`config.mk`:
```
export PLATFORM = sky130hd
export DESIGN_NAME = mem_arbiter
export DESIGN_NICKNAME = d
export VERILOG_FILES = /design/src/rtl/mem_arbiter.sv
export SDC_FILE = /design/constraint.sdc
export NUM_CORES = 1
export LEC_CHECK = 0
export CAP_MARGIN = 20
export CELL_PAD_IN_SITES_DETAIL_PLACEMENT = 0
export CELL_PAD_IN_SITES_GLOBAL_PLACEMENT = 1
export CORE_MARGIN = 10
export CORE_UTILIZATION = 27
export CTS_CLUSTER_SIZE = 24
export DETAILED_ROUTE_END_ITERATION = 10
export HOLD_SLACK_MARGIN = 0.02
export PLACE_DENSITY_LB_ADDON = 0.1
export SLEW_MARGIN = 40
export SYNTH_ARGS = -nofsm -noshare
export SYNTH_HDL_FRONTEND = slang
export SYNTH_SLANG_ARGS = --single-unit
export TNS_END_PERCENT = 5
```
`constraint.sdc`:
```
create_clock -name clk -period 2.7 [get_ports clk]
set_clock_uncertainty 0.1 [all_clocks]
set_input_delay 0.54 -clock clk [delete_from_list [all_inputs] [get_ports clk]]
set_output_delay 0.54 -clock clk [all_outputs]
set_load 0.01 [all_outputs]
```
`src/rtl/mem_arbiter.sv`:
```
// mem_arbiter: two-requester round-robin arbiter in front of a single-port
// memory with a one-cycle read latency, plus a whole-memory clear command.
//
// Ports
//   clk, rst             clock, synchronous active-high reset
//   req0/req1            requests, held until the matching gnt pulse
//   we0/we1              1 = write, 0 = read (captured at acceptance)
//   addr0/addr1          target address (captured at acceptance)
//   wdata0/wdata1        write data (captured at acceptance)
//   gnt0/gnt1            one-cycle pulse: command captured, req may drop
//   done0/done1          one-cycle pulse: access complete, rdata valid
//   rdata                word returned with done, held otherwise
//   clr, clr_done        clear request / one-cycle completion pulse
//   busy                 high whenever the controller is not idle
//   mem_addr, mem_wdata  memory address / write data
//   mem_we, mem_rst      memory write enable / clear
//   mem_rdata            memory read data, valid the cycle after presentation
//
// Timing per access: acceptance edge -> ACCESS (gnt, memory command)
// -> RESPOND (done, rdata) -> IDLE.
module mem_arbiter #(
  parameter int DATA_W = 15,
  parameter int ADDR_W = 3
) (
  input  logic              clk,
  input  logic              rst,
  input  logic              req0,
  input  logic              req1,
  input  logic              we0,
  input  logic              we1,
  input  logic [ADDR_W-1:0] addr0,
  input  logic [ADDR_W-1:0] addr1,
  input  logic [DATA_W-1:0] wdata0,
  input  logic [DATA_W-1:0] wdata1,
  input  logic              clr,
  output logic              gnt0,
  output logic              gnt1,
  output logic              done0,
  output logic              done1,
  output logic [DATA_W-1:0] rdata,
  output logic              clr_done,
  output logic              busy,
  output logic [ADDR_W-1:0] mem_addr,
  output logic [DATA_W-1:0] mem_wdata,
  output logic              mem_we,
  output logic              mem_rst,
  input  logic [DATA_W-1:0] mem_rdata
);

  typedef enum logic [1:0] {IDLE, ACCESS, RESPOND, CLEAR} state_t;

  state_t            state;
  logic              ptr;      // requester favoured when both ask
  logic              win;      // requester owning the access in flight
  logic              pick;     // winner chosen this cycle (1 = requester 1)
  logic [DATA_W-1:0] rdata_q;  // last returned word

  // A lone request wins outright; on contention the pointer decides.
  assign pick = req1 & (~req0 | ptr);

  // Memory data is only valid during RESPOND, so it is passed straight
  // through there and remembered for the idle cycles that follow.
  assign rdata = (state == RESPOND) ? mem_rdata : rdata_q;

  always_ff @(posedge clk) begin
    if (rst) begin
      state     <= IDLE;
      ptr       <= 1'b0;
      win       <= 1'b0;
      rdata_q   <= '0;
      gnt0      <= 1'b0;
      gnt1      <= 1'b0;
      done0     <= 1'b0;
      done1     <= 1'b0;
      clr_done  <= 1'b0;
      busy      <= 1'b0;
      mem_addr  <= '0;
      mem_wdata <= '0;
      mem_we    <= 1'b0;
      mem_rst   <= 1'b0;
    end else begin
      gnt0     <= 1'b0;
      gnt1     <= 1'b0;
      done0    <= 1'b0;
      done1    <= 1'b0;
      clr_done <= 1'b0;
      mem_we   <= 1'b0;
      mem_rst  <= 1'b0;
      case (state)
        IDLE: begin
          if (clr) begin
            state    <= CLEAR;
            mem_rst  <= 1'b1;
            clr_done <= 1'b1;
            busy     <= 1'b1;
          end else if (req0 | req1) begin
            // mem_addr/mem_wdata double as the captured command registers.
            state     <= ACCESS;
            win       <= pick;
            mem_addr  <= pick ? addr1  : addr0;
            mem_wdata <= pick ? wdata1 : wdata0;
            mem_we    <= pick ? we1    : we0;
            gnt0      <= ~pick;
            gnt1      <= pick;
            busy      <= 1'b1;
          end
        end
        ACCESS: begin
          state <= RESPOND;
          done0 <= ~win;
          done1 <= win;
        end
        RESPOND: begin
          state   <= IDLE;
          ptr     <= ~win;
          rdata_q <= mem_rdata;
          busy    <= 1'b0;
        end
        CLEAR: begin
          state <= IDLE;
          busy  <= 1'b0;
        end
        default: begin
          state <= IDLE;
          busy  <= 1'b0;
        end
      endcase
    end
  end

endmodule
```
==> results.md <==
* Post-Syn Nets at approximately 230
* Antenna violations before repair at 0
* Crit-path cells: nor2b_2 > buf_6 > mux2_2 > clkdlybuf4s50_1
* First-pass GRT wire length at around 9 mm
* Area Growth Syn to Fin at 66.2%
* Post-CTS resize count at 0
* CP required at slightly above 2000 ps
* Total gr overflow at 0
* Max Cap Viol at 0
* Leak pwr at 0.00109 uW
* CTS Hold Bufs at 0
* Chip height at 101 um
* Share of cells above drive strength 1 at 14.8%
* Starting DRT DRC Count at 58
* GP Congestion at 0.729
* Residual DRC at 0
* Setup TNS Final at 0 ps
* Final nets at between 300 and 400
* N_diodes at 0
* Max Root-Sink Buffers at 2
* Vias per inst at 4.61
* Core Footprint at 6350 sq um
* Reg2reg start: state[0]$_SDFFE_PP0P_
* Flop2flop setup slack at 740 ps
* Hold Vio Cnt, Final at 0
* RSZ-0062 raised after global routing: no
* Crit-path max cell delay at 490 ps
* Synthesized cell area at 1770 sq um
* Sequential share of the synthesized area at between 40 and 50%
* Critical Path Start Type: flop
* Initial core utilization at between 20 and 30%
* Synth Instances at 171
* Hold Startpoint: win$_SDFFE_PP0P_
* Peak supply drop at between 0.0002 and 0.00025 V
* Pre-antenna DRT Iters at 4
* Ys Warns at 0
* TritonCTS buffer count at 5
* Yosys cell types at 26
* Fill cells at 609
* Largest net degree at the start of global routing at 25
* Tot GR Track Use at 10.7%
* Clock share of power at 30.7%
* Die ar. at 10200 sq um
* Clock transition at the registers of the reported paths at 80 ps
* Clock sink total at 44
* Post-CTS Setup Inserts at 0
* DIE WIDTH at roughly 100 um
* CP Class: flop to output port
* Hpwl dp at slightly above 4 mm
* TritonCTS clock tree: done
* Placement Rows at 29
* Fin crit share at a little over 90%
* Post-DR wirelength/cell at 16.4 um
* Outcome: finished clean
* Setup violators final at 0
* Internal power at 1230 uW
* Crit-path slowest cell: clkdlybuf4s50_1
* Hold WC Path Type: flop to flop
* Critical path arrival at approximately 1900 ps
* Total Routed Length at 5.67 mm
* H-Tree Depth at 2
* Port buffer count at a little under 100
* Switching Fraction at roughly 25%
* Sequential share of power at between 40 and 50%
* Worst Setup SP: state[1]$_SDFFE_PP0P_
* DRT antenna net count at 0
* PD cells at 555 nW/um^2
* Multi-input gate area at 734 sq um
* NetSw at 405 uW
* Avg Synthesized Cell Area at 10.4 sq um
* Logic pwr share at 24.9%
* Fin crit period at around 2500 ps
* CP max FO at 12
* Clk Latency, worst-skew pair at 290 ps
* Flops & latches, synth at 44
* Fmax at 0.397 GHz
* Relative slew slack at 55.5%
* Pins Over Slew Limit at 0
* Root Buffer: clkbuf_8
* Hold_ws at 349 ps
* Via count at approximately 1600
* Vias in the first global route at 1589
* Critical Path Sink Type: output port
* Worst-Margin Slew at 667 ps
* Storage cell area at 882 sq um
* I/O Pins at 99
[routing by layer]
metal / vias up / track usage [%] / share of wire (%)
li1: 812 / - / -
met1: 723 / 14.0 / 46
met2: 58 / 15.6 / 44
met3: 5 / 4.80 / 9.2
met4: 0 / 2.89 / 0.83
met5: - / 0 / 0
[state kept, by name (all words and copies together), names as in the netlist]
| name | count |
|---|---|
| done1 | 1 |
| state | 2 |
| done0 | 1 |
| mem_rst | 1 |
| win | 1 |
| mem_addr | 3 |
| busy | 1 |
| gnt0 | 1 |
| gnt1 | 1 |
| mem_we | 1 |
| ptr | 1 |
| rdata_q | 15 |
| mem_wdata | 15 |
[cell families after synthesis]
kind of cell           count (synthesis)  share of synthesized area [%]
AO/OA/AOI/OAI                         46                           21.8
buffers and inverters                 36                           8.97
flip-flops                            44                           49.7
multiplexers                          16                           10.1
AND/OR/NAND/NOR                       29                           9.46
[path summary, 6_finish.rpt]
kind | end | cells past startpoint
worst min register to register | done0$_SDFF_PP0_ | 1
worst max-delay path | rdata[6] | 4
worst min-delay path | done0$_SDFF_PP0_ | 1
worst max register to register | mem_wdata[13]$_SDFFE_PP0P_ | 3
[power by group through the flow]
stage	sequential, uW	clock [uW]	combinational [uW]
3_5_place_dp	742	0	409
5_1_grt	734	552	438
3_3_place_gp	741	0	409
6_report	727	502	406
2_1_floorplan	754	0	162
4_1_cts	727	525	411
[placed cells by master, fill, tap and decap left out, types with 2 or more instances in the layout]
cell type and count:
clkdlybuf4s50_1 98, o21ai_0 2, mux2_2 15, dfxtp_1 43, clkbuf_8 5, nor4_1 2, o221a_2 8, or3_1 2
o21a_1 2, nor2b_1 16, inv_1 21, o22ai_1 18, buf_4 7, o221a_1 10, nor2_1 5
[cell type report]
| type | instances | share of cell area [%] |
|---|---|---|
| sequential | 44 | 30.0 |
| timing repair buffer | 106 | 35.5 |
| inverter | 21 | 2.68 |
| tap | 77 | 3.27 |
| multi-input combinational | 91 | 24.9 |
| clock buffer | 6 | 2.46 |
| clock inverter | 2 | 1.19 |
[worst max-delay path: cells and delay by family, from the launching register on]
family                 cells  cell delay [ps]
multiplexers               1              360
flip-flops                 1              370
buffers and inverters      2              670
AND/OR/NAND/NOR            1              180
[synthesized netlist by cell type]
master / instances / area [sq um]
nand2_1: 1 / 3.75
nor2_1: 5 / 18.8
o21a_1: 2 / 15.0
o21bai_1: 1 / 7.51
inv_1: 21 / 78.8
buf_6: 2 / 22.5
nor3_1: 1 / 5.00
a211o_1: 1 / 8.76
or3_1: 2 / 12.5
dfxtp_1: 44 / 881
mux2i_1: 1 / 10.0
nor4b_1: 1 / 8.76
mux2_2: 15 / 169
buf_2: 4 / 20.0
o22ai_1: 18 / 113
a211oi_1: 1 / 7.51
o211ai_1: 1 / 7.51
o21ai_0: 2 / 10.0
nor4_1: 2 / 12.5
clkbuf_1: 8 / 30.0
a21oi_1: 1 / 5.00
o221a_1: 10 / 113
nor2b_1: 17 / 106
a2111oi_0: 1 / 8.76
o221a_2: 8 / 90.1
buf_4: 1 / 7.51
[stage by stage]
step	instance area [sq um]	cells	utilization [%]	power, uW	worst slack [ps]
2_1_floorplan	1770	171	-	916	689
3_5_place_dp	2830	339	44.6	1150	169
3_3_place_gp	2830	339	44.6	1150	197
6_report	2940	347	46.4	1640	183
5_1_grt	2940	347	46.4	1720	63.1
4_1_cts	2940	347	46.2	1660	45.7
(Power assumes the default switching activity.)
